--- src/rtl/mac_sequencer_pkg.sv ---
// Shared definitions for the dot-product sequencer: fixed-point format,
// saturation limits, sizing constants and FSM state encoding.
package mac_sequencer_pkg;

    localparam int WIDTH   = 16;
    localparam int FRAC    = 7;
    localparam int CNT_W   = 8;
    localparam int TIMEOUT = 24;

    localparam logic [WIDTH-1:0] SAT_MAX = 16'h7FFF;
    localparam logic [WIDTH-1:0] SAT_MIN = 16'h8000;

    typedef enum logic [2:0] {
        ST_IDLE      = 3'd0,
        ST_ISSUE     = 3'd1,
        ST_WAIT_CLR  = 3'd2,
        ST_WAIT_DONE = 3'd3,
        ST_ACCUM     = 3'd4,
        ST_OUTPUT    = 3'd5
    } state_e;

    // A WIDTH+1 bit sum is out of WIDTH range when its two top bits differ.
    function automatic logic sum_out_of_range(input logic [WIDTH:0] wide_sum);
        return wide_sum[WIDTH] ^ wide_sum[WIDTH-1];
    endfunction

endpackage

--- src/rtl/mac_sequencer_if.sv ---
// Bundle of the operand stream, multiplier handshake and result stream.
// slave: the sequencer's view. master: the environment (source, multiplier, sink).
interface mac_sequencer_if;
    import mac_sequencer_pkg::*;

    logic             in_valid;
    logic             in_ready;
    logic [WIDTH-1:0] in_a;
    logic [WIDTH-1:0] in_b;
    logic             in_last;

    logic             mul_start;
    logic [WIDTH-1:0] mul_multiplicand;
    logic [WIDTH-1:0] mul_multiplier;
    logic [WIDTH-1:0] mul_result;
    logic             mul_overflow;
    logic             mul_finish;

    logic             out_valid;
    logic             out_ready;
    logic [WIDTH-1:0] out_sum;
    logic             out_overflow;
    logic             out_error;
    logic [CNT_W-1:0] out_count;

    modport slave (
        input  in_valid, in_a, in_b, in_last,
        output in_ready,
        output mul_start, mul_multiplicand, mul_multiplier,
        input  mul_result, mul_overflow, mul_finish,
        output out_valid, out_sum, out_overflow, out_error, out_count,
        input  out_ready
    );

    modport master (
        output in_valid, in_a, in_b, in_last,
        input  in_ready,
        input  mul_start, mul_multiplicand, mul_multiplier,
        output mul_result, mul_overflow, mul_finish,
        input  out_valid, out_sum, out_overflow, out_error, out_count,
        output out_ready
    );

endinterface

--- src/rtl/mac_sequencer_sat_adder.sv ---
// Combinational signed adder that clamps to the WIDTH-bit two's complement
// range and reports when clamping happened.
module mac_sequencer_sat_adder
    import mac_sequencer_pkg::*;
(
    input  logic [WIDTH-1:0] i_a,
    input  logic [WIDTH-1:0] i_b,
    output logic [WIDTH-1:0] o_sum,
    output logic             o_sat
);

    logic [WIDTH:0] w_wide;

    assign w_wide = {i_a[WIDTH-1], i_a} + {i_b[WIDTH-1], i_b};

    // Clamp toward the sign of the true (WIDTH+1 bit) sum when it overflows.
    always_comb begin
        o_sum = w_wide[WIDTH-1:0];
        o_sat = 1'b0;
        if (sum_out_of_range(w_wide)) begin
            o_sat = 1'b1;
            if (w_wide[WIDTH]) begin
                o_sum = SAT_MIN;
            end else begin
                o_sum = SAT_MAX;
            end
        end else begin
            o_sum = w_wide[WIDTH-1:0];
            o_sat = 1'b0;
        end
    end

endmodule

--- src/rtl/mac_sequencer.sv ---
// Dot-product sequencer: takes operand pairs, drives one multiply per pair on
// the sequential multiplier, accumulates with saturation and presents the sum
// with sticky overflow/error flags once the last term has been folded in.
module mac_sequencer
    import mac_sequencer_pkg::*;
(
    input  logic             clk,
    input  logic             rst,
    mac_sequencer_if.slave   bus
);

    localparam int TMR_W = $clog2(TIMEOUT + 1);

    state_e           r_state;
    logic             r_in_ready;
    logic             r_mul_start;
    logic [WIDTH-1:0] r_a;
    logic [WIDTH-1:0] r_b;
    logic             r_last;
    logic [WIDTH-1:0] r_prod;
    logic             r_prod_ovf;
    logic [TMR_W-1:0] r_timer;
    logic [WIDTH-1:0] r_acc;
    logic [CNT_W-1:0] r_count;
    logic             r_ovf;
    logic             r_err;
    logic             r_out_valid;

    logic [WIDTH-1:0] w_sum;
    logic             w_sat;

    mac_sequencer_sat_adder u_sat_adder (
        .i_a   (r_acc),
        .i_b   (r_prod),
        .o_sum (w_sum),
        .o_sat (w_sat)
    );

    // Sequencer FSM with all datapath registers and registered handshake outputs.
    always_ff @(posedge clk) begin
        if (rst) begin
            r_state     <= ST_IDLE;
            r_in_ready  <= 1'b1;
            r_mul_start <= 1'b0;
            r_a         <= '0;
            r_b         <= '0;
            r_last      <= 1'b0;
            r_prod      <= '0;
            r_prod_ovf  <= 1'b0;
            r_timer     <= '0;
            r_acc       <= '0;
            r_count     <= '0;
            r_ovf       <= 1'b0;
            r_err       <= 1'b0;
            r_out_valid <= 1'b0;
        end else begin
            case (r_state)
                ST_IDLE: begin
                    if (bus.in_valid) begin
                        r_a         <= bus.in_a;
                        r_b         <= bus.in_b;
                        r_last      <= bus.in_last;
                        r_in_ready  <= 1'b0;
                        r_mul_start <= 1'b1;
                        r_state     <= ST_ISSUE;
                    end
                end
                ST_ISSUE: begin
                    // Start is high for exactly the ISSUE cycle.
                    r_mul_start <= 1'b0;
                    r_state     <= ST_WAIT_CLR;
                end
                ST_WAIT_CLR: begin
                    // Let a finish left over from the previous term drop first.
                    if (!bus.mul_finish) begin
                        r_timer <= '0;
                        r_state <= ST_WAIT_DONE;
                    end
                end
                ST_WAIT_DONE: begin
                    if (bus.mul_finish) begin
                        r_prod     <= bus.mul_result;
                        r_prod_ovf <= bus.mul_overflow;
                        r_state    <= ST_ACCUM;
                    end else if (r_timer == TMR_W'(TIMEOUT - 1)) begin
                        // Hung multiplier: contribute nothing, flag the error.
                        r_prod     <= '0;
                        r_prod_ovf <= 1'b0;
                        r_err      <= 1'b1;
                        r_state    <= ST_ACCUM;
                    end else begin
                        r_timer <= r_timer + TMR_W'(1);
                    end
                end
                ST_ACCUM: begin
                    r_acc <= w_sum;
                    r_ovf <= r_ovf | r_prod_ovf | w_sat;
                    if (r_count != {CNT_W{1'b1}}) begin
                        r_count <= r_count + CNT_W'(1);
                    end
                    if (r_last) begin
                        r_out_valid <= 1'b1;
                        r_state     <= ST_OUTPUT;
                    end else begin
                        r_in_ready <= 1'b1;
                        r_state    <= ST_IDLE;
                    end
                end
                ST_OUTPUT: begin
                    if (bus.out_ready) begin
                        r_acc       <= '0;
                        r_count     <= '0;
                        r_ovf       <= 1'b0;
                        r_err       <= 1'b0;
                        r_out_valid <= 1'b0;
                        r_in_ready  <= 1'b1;
                        r_state     <= ST_IDLE;
                    end
                end
                default: begin
                    r_state     <= ST_IDLE;
                    r_in_ready  <= 1'b1;
                    r_mul_start <= 1'b0;
                    r_out_valid <= 1'b0;
                end
            endcase
        end
    end

    assign bus.in_ready         = r_in_ready;
    assign bus.mul_start        = r_mul_start;
    assign bus.mul_multiplicand = r_a;
    assign bus.mul_multiplier   = r_b;
    assign bus.out_valid        = r_out_valid;
    assign bus.out_sum          = r_acc;
    assign bus.out_overflow     = r_ovf;
    assign bus.out_error        = r_err;
    assign bus.out_count        = r_count;

endmodule

--- src/flat_wrapper.sv ---
// flat-port wrapper written by rule: the top's interface ports become plain ports
module mac_sequencer_flat import mac_sequencer_pkg::*;
  (clk, rst, bus_in_valid, bus_in_a, bus_in_b, bus_in_last, bus_in_ready, bus_mul_start, bus_mul_multiplicand, bus_mul_multiplier, bus_mul_result, bus_mul_overflow, bus_mul_finish, bus_out_valid, bus_out_sum, bus_out_overflow, bus_out_error, bus_out_count, bus_out_ready);
  mac_sequencer_if bus_i ();
  input  logic clk;
  input  logic rst;
  input wire logic [$bits(bus_i.in_valid)-1:0] bus_in_valid;
  input wire logic [$bits(bus_i.in_a)-1:0] bus_in_a;
  input wire logic [$bits(bus_i.in_b)-1:0] bus_in_b;
  input wire logic [$bits(bus_i.in_last)-1:0] bus_in_last;
  output wire logic [$bits(bus_i.in_ready)-1:0] bus_in_ready;
  output wire logic [$bits(bus_i.mul_start)-1:0] bus_mul_start;
  output wire logic [$bits(bus_i.mul_multiplicand)-1:0] bus_mul_multiplicand;
  output wire logic [$bits(bus_i.mul_multiplier)-1:0] bus_mul_multiplier;
  input wire logic [$bits(bus_i.mul_result)-1:0] bus_mul_result;
  input wire logic [$bits(bus_i.mul_overflow)-1:0] bus_mul_overflow;
  input wire logic [$bits(bus_i.mul_finish)-1:0] bus_mul_finish;
  output wire logic [$bits(bus_i.out_valid)-1:0] bus_out_valid;
  output wire logic [$bits(bus_i.out_sum)-1:0] bus_out_sum;
  output wire logic [$bits(bus_i.out_overflow)-1:0] bus_out_overflow;
  output wire logic [$bits(bus_i.out_error)-1:0] bus_out_error;
  output wire logic [$bits(bus_i.out_count)-1:0] bus_out_count;
  input wire logic [$bits(bus_i.out_ready)-1:0] bus_out_ready;
  assign bus_i.in_valid = bus_in_valid;
  assign bus_i.in_a = bus_in_a;
  assign bus_i.in_b = bus_in_b;
  assign bus_i.in_last = bus_in_last;
  assign bus_in_ready = bus_i.in_ready;
  assign bus_mul_start = bus_i.mul_start;
  assign bus_mul_multiplicand = bus_i.mul_multiplicand;
  assign bus_mul_multiplier = bus_i.mul_multiplier;
  assign bus_i.mul_result = bus_mul_result;
  assign bus_i.mul_overflow = bus_mul_overflow;
  assign bus_i.mul_finish = bus_mul_finish;
  assign bus_out_valid = bus_i.out_valid;
  assign bus_out_sum = bus_i.out_sum;
  assign bus_out_overflow = bus_i.out_overflow;
  assign bus_out_error = bus_i.out_error;
  assign bus_out_count = bus_i.out_count;
  assign bus_i.out_ready = bus_out_ready;
  mac_sequencer u_core (.clk(clk), .rst(rst), .bus(bus_i));
endmodule
--- config.mk ---
export PLATFORM = sky130hd
export DESIGN_NAME = mac_sequencer_flat
export DESIGN_NICKNAME = d
export VERILOG_FILES = /design/src/rtl/mac_sequencer_pkg.sv /design/src/rtl/mac_sequencer_if.sv /design/src/rtl/mac_sequencer_sat_adder.sv /design/src/rtl/mac_sequencer.sv /design/src/flat_wrapper.sv
export SDC_FILE = /design/constraint.sdc
export NUM_CORES = 1
export LEC_CHECK = 0
export BUFFER_PORTS_ARGS = -buffer_cell sky130_fd_sc_hd__buf_2
export CORE_MARGIN = 10
export CORE_UTILIZATION = 48
export DETAILED_ROUTE_END_ITERATION = 7
export PLACE_DENSITY = 0.8
export SYNTH_ARGS = -nofsm -noshare
export SYNTH_HDL_FRONTEND = slang
export SYNTH_HIERARCHICAL = 1
export SYNTH_SLANG_ARGS = --single-unit
--- constraint.sdc ---
create_clock -name clk -period 2.5 [get_ports clk]
set_input_delay 0 -clock clk [delete_from_list [all_inputs] [get_ports clk]]
set_output_delay 0 -clock clk [all_outputs]
set_load 0.02 [all_outputs]
; ---- Word-level counts from Yosys, hierarchy flattened
; Index checks and enable logic that the tools add are counted.
[word_totals]
reg_bits = 87
inputBits = 55
output_inout_bits = 61
word_cells = 94
[op_classes]
n_addsub = 3
eq_ne = 17
n_mux = 36
bitwise_logic = 6
n_reduce_logical = 18
[op_table]
columns = cell, n
row1 = two-way mux 16 bit, 5
row2 = case mux 16 bit (2 select lines), 1
row3 = two-way mux 3 bit, 6
row4 = case mux 3 bit (6 select lines), 1
row5 = adder 16 x 16 -> 17 bit, 1
row6 = two-way mux 8 bit, 2
row7 = case mux 8 bit (2 select lines), 1
row8 = AND reduction 4 bit, 4
row9 = two-way mux 5 bit, 3
row10 = "inequality test 2 bit, second input constant", 6
row11 = two-way mux 1 bit, 11
row12 = case mux 5 bit (2 select lines), 1
row13 = "adder 8 x 1 -> 8 bit, second input constant", 1
row14 = "inequality test 8 bit, second input constant", 1
row15 = AND reduction 2 bit, 4
row16 = nonzero test 2 bit, 4
row17 = OR reduction 4 bit, 2
row18 = "== test 3 x 2 -> 1 bit, second input constant", 2
row19 = "== test 3 bit, second input constant", 2
row20 = "inequality test 2 x 1 -> 1 bit, second input constant", 3
row21 = case mux 1 bit (2 select lines), 3
row22 = AND reduction 3 bit, 2
row23 = "adder 5 x 1 -> 5 bit, second input constant", 1
row24 = "== test 5 bit, second input constant", 1
row25 = 9 further kinds, 12

; ---- Logic depth before layout (Yosys ltp)
[logic_depth]
word_depth = 5
ltp_mapped = 11
depth_no_buf = 10

; ---- Hierarchy
; Netlist, hierarchy kept.
[by_module_without_submodules]
columns = module, n_inst, cells_per_inst, area_each_um2, seq_area_each_um2
row1 = mac_sequencer, 1, 368, 3342.0, 1741.7
row2 = mac_sequencer_sat_adder, 1, 126, 1041.0, 0.0

; ---- Worst setup path after synthesis
; No wires, ideal clock.
[synth_path]
kind = flip-flop to flip-flop
start = register u_core.r_acc[0], in the netlist u_core/bus.out_sum[0]
end = register u_core.r_acc[10], in the netlist u_core/bus.out_sum[10]
setup_time_ns = 0.128
t_arrival_ns = 2.655
required_time_ns = 2.372
path_slack_ns = -0.282
path_stages_with_launch = 12
path_buffers = 1
period_less_slack_ns = 2.782
cell_sequence = dfxtp_1 > ha_1 > fa_1 > a21o_2 > a221oi_4 > o21ai_2 > nand2b_2 > a41oi_4 > buf_6 > maj3_1 > a22oi_1 > nor2_1
[synth_between]
elab_chain_cells = 4
word_cells_on_any_way = 5
classes_between = add/sub (1) / mux (3) / bitwise (1)
[synth_rtl]
columns = item, line
row1 = "start, declared", mac_sequencer.sv:23  ; logic [WIDTH-1:0] r_acc;
row2 = "start signal, assigned", mac_sequencer.sv:96  ; r_acc <= w_sum;
row3 = adder 16 x 16 -> 17 bit *, mac_sequencer_sat_adder.sv:14  ; assign w_wide = {i_a[WIDTH-1], i_a} + {i_b[WIDTH-1], i_b};
row4 = two-way mux 16 bit or bitwise XOR 1 bit (tied branches), "mac_sequencer_sat_adder.sv:22, mac_sequencer_pkg.sv:24"
row5 = two-way mux 16 bit *, mac_sequencer_sat_adder.sv:20  ; if (sum_out_of_range(w_wide)) begin
row6 = named net u_core.w_sum[10], mac_sequencer.sv:29  ; logic [WIDTH-1:0] w_sum;
row7 = case mux 16 bit (2 select lines) *, mac_sequencer.sv:57  ; case (r_state)
; The timed path passes the listed nets; every way through them passes the cells marked *.
; A chain may end at the register's enable or synchronous reset.

; ---- Worst setup path in the final report
[layout_path]
start = register u_core.r_acc[0], in the netlist u_core/bus.out_sum[0]
end = register u_core.r_acc[13], in the netlist u_core/bus.out_sum[13]
; Same word-level chain as after synthesis.

==> metrics.md <==
| Metric | Value |
|---|---|
| Most frequent cells in the layout | `buf_2, dfxtp_1, nand2_1` |
| P per Cell Area | `491 nW/µm²` |
| Top Ports | `116` |
| Critical path's slowest cell | `dfxtp_4` |
| Largest stage delay on the critical path | `360 ps` |
| R2R cell count | `11` |
| Gate Count Post-Synth | `494` |
| WHS | `55.5 ps` |
| Violated checks | `setup timing` |
| Setup CP Type | `reg2reg` |
| Initial antenna violation count | `0` |
| GP Congestion | `0.879` |
| Fin area | `5990 µm²` |
| CP Data Required Time | `2730 ps` |
| FF-to-FF End | `u_core/bus.out_sum[13]$_SDFFE_PP0P_` |
| Yosys cell types | `72` |
| Cell Area, Synth | `4380 µm²` |
| Initial core utilization | `49.8%` |
| Largest net degree at the start of global routing | `41` |
| CTS tree | `done` |
| Placed cells | `711` |
| CP delay by family, top | `compound AO/OA/AOI/OAI gates` |
| HP Class | `in2reg` |
| Critical Path AT | `2800 ps` |
| Commonest non-fill, non-tap cell in the layout | `buf_2` |
| Leakage dissipation | `0.00261 µW` |
| Largest cells by area after synthesis | `dfxtp_1, nand2_1, a21oi_1` |
| P&R area growth vs syn | `36.8%` |
| HPWL Detailed | `8760 µm` |
| Rel. slew slack | `5.90%` |
| Crit end category | `flop` |
| Worst Hold Path EP | `u_core/r_timer[3]$_SDFFE_PP0P_` |
| Worst Hold Depth | `4` |
| Global-route wire length before repair | `20700 µm` |
| Final Power | `2950 µW` |
| Worst VDD drop | `0.273 mV` |
| Drt total wl | `13100 µm` |
| Worst setup SP type | `flop` |
| Via count | `4327` |
| Slew Limit Fails | `0` |
| Layout fillers | `691` |
| Area after DPL | `5130 µm²` |
| Max-Cap Viols | `0` |
| HP Start | `bus_mul_finish` |
| Main flop type after synthesis | `dfxtp_1` |
| Area share of the largest cell type after synthesis | `39.7%` |
| Clock Path Buffers | `2` |
| Tmin final | `2570 ps` |
| H-tree levels | `3` |
| Syn_nets | `568` |
| CP cell instances | `ha_4 > fa_2 > a21o_4 > a221oi_4 > o21ai_2 > nand2b_4 > a41oi_4 > buf_6 > maj3_2 > a22oi_2 > nor2_1` |
| Seq/Total Area, Yosys | `39.7%` |
| Cell row count | `34` |
| Actual slew at the worst max-slew pin | `1410 ps` |
| Unrepaired setup endpoints after global routing | `yes` |
| EDFF count, synth | `0` |
| Worst path bufs/invs | `1` |
| Leading area contributor after synthesis | `dfxtp_1` |
| Dpl ws | `-115 ps` |
| Share of synthesized registers carrying an async set or reset | `0%` |
| Fin nets | `743` |
| Vias in the first global route | `4308` |
| Clock sinks | `87` |
| Die footprint | `13400 µm²` |
| DRC errors left | `0` |
| Max Fanout on Critical Path | `9` |
| Die Width | `116 µm` |
| Total track usage | `18.7%` |
| IO buf count | `115` |
| Period Utilization, post-route | `103%` |
| Initial detailed-routing violation count | `329` |
| Final Setup Violations | `15` |
| Synthesis-stage register bit count | `87` |
| Share of cells above drive strength 1 | `32.5%` |
| Outcome | `complete, but fails checks` |
| Post-route setup slack | `-73.5 ps` |
| Reg2reg setup slack | `-70 ps` |
| Worst-Skew Late Latency | `350 ps` |
| Achievable Freq | `389 MHz` |
| DR WL/cell | `16.6 µm` |
| R2r startpoint | `u_core/bus.out_sum[0]$_SDFFE_PP0P_` |
| Placeable Area | `8810 µm²` |
| Root Buffer Master | `clkbuf_8` |
| Synth Area per Inst | `8.87 µm²` |
| Final Non-Filler Cells | `785` |
| Clock Skews | `13.9 ps` |
| Reg clk slew, reported paths | `100 ps` |
| Final-report hold violation count | `0` |
| GR Overflow Total | `0` |
| Pre-Repair DR Iteration Count | `4` |
| Final ANT Viol Nets | `0` |
| Synthesis Warnings | `6` |
| Chip Height | `116 µm` |
| DR vias/cell | `5.51` |
| Num CTS Buffers | `9` |
-- stage by stage --
step | util [%] | setup TNS (ps)
floorplan | - | -250
global placement | 58.3 | -120
detailed placement | 58.3 | -644
CTS | 66.8 | -257
global route | 68.0 | -2320
finish | 68.1 | -377
-- routing by layer --
metal  track usage [%]  routed length [µm]  part of all wire, %  up-vias
li1                  -                   -                    -     2124
met1              21.6                5350                   41     2055
met2              33.1                6650                   51      132
met3              4.13                 896                  6.9       16
met4              7.18                 172                  1.3        0
met5                 0                   0                    0        -
-- cell families after synthesis --
logic type / after synthesis / share of synthesized area, %
xor+xnor: 15 / 3.17
compound gates: 143 / 23.6
fa+ha+maj: 34 / 9.02
simple gates: 172 / 19.1
buf+inv: 42 / 5.08
flops: 87 / 39.7
mux: 1 / 0.257
-- synthesized netlist by cell type, types with 3 or more instances --
master and n:
dfxtp_1 87, nand2_1 82, a21oi_1 52, nor2_1 31, a22oi_1 18, ha_1 18
a22o_1 17, maj3_1 15, buf_2 13, inv_1 13, o21ai_0 12, nand3_1 11
xnor2_1 10, clkbuf_1 8, nor3_1 8, and3_1 7, nand2b_1 6, o31ai_1 6
buf_6 5, o311ai_0 4, xor2_1 4, a211oi_1 3, a21o_1 3, a31oi_1 3
buf_4 3, o21a_1 3
-- layout make-up --
| class | instances | area, µm² | area share (%) |
|---|---|---|---|
| diodes | 3 | 7.51 | 0.125 |
| clock buffers | 9 | 124 | 2.07 |
| clock inverters | 7 | 73.8 | 1.23 |
| inverters | 13 | 48.8 | 0.814 |
| multi-input cells | 365 | 2560 | 42.7 |
| flip-flops and latches | 87 | 1750 | 29.1 |
| well taps | 108 | 135 | 2.25 |
| repair buffers | 193 | 1300 | 21.7 |
-- report_power, final --
part           switching (µW)  internal, µW  total [µW]  leakage [µW]
logic                     279           207         486       0.00180
registers                39.8          1450        1490      0.000708
clock network             579           396         975      0.000101
total                     897          2050        2950       0.00261
-- state kept, by name (all words and copies together) (netlist names), 3 cells and up --
| name | count |
|---|---|
| u_core/bus.mul_multiplier | 16 |
| u_core/r_timer | 5 |
| u_core/bus.out_count | 8 |
| u_core/bus.out_sum | 16 |
| u_core/r_prod | 16 |
| u_core/bus.mul_multiplicand | 16 |
| u_core/r_state | 3 |
-- what timing repair did --
action                                  4_1_cts  5_1_grt
endpoints found under the setup margin       16       16
pin swaps                                     5        4
hold endpoints to repair                     51        0
buffers inserted                              2        2
gates resized for setup                      13       19
cloned                                        0        0
hold buffers                                 51        0
-- worst register-to-register path: stages (launching register included) --
cell	delay [ps]
dfxtp_4	360
ha_4	160
fa_2	360
a21o_4	220
a221oi_4	250
o21ai_2	140
nand2b_4	110
a41oi_4	110
buf_6	170
maj3_2	320
a22oi_2	170
nor2_1	70
-- worst max path at each step --
stage                                                  start                                   to  slack (ps)  cells after the start
after detailed placement       u_core/r_prod[0]$_SDFFE_PP0P_   u_core/bus.out_sum[2]$_SDFFE_PP0P_        -120                     11
after global placement    u_core/bus.out_sum[0]$_SDFFE_PP0P_  u_core/bus.out_sum[14]$_SDFFE_PP0P_         -50                     11
final                     u_core/bus.out_sum[0]$_SDFFE_PP0P_  u_core/bus.out_sum[13]$_SDFFE_PP0P_         -70                     11
after floorplan           u_core/bus.out_sum[0]$_SDFFE_PP0P_  u_core/bus.out_sum[10]$_SDFFE_PP0P_         -30                     11
after CTS                 u_core/bus.out_sum[0]$_SDFFE_PP0P_  u_core/bus.out_sum[14]$_SDFFE_PP0P_         -70                     11
after global routing      u_core/bus.out_sum[0]$_SDFFE_PP0P_  u_core/bus.out_sum[13]$_SDFFE_PP0P_        -180                     11
No activity file was read; power rests on OpenSTA's default activity.
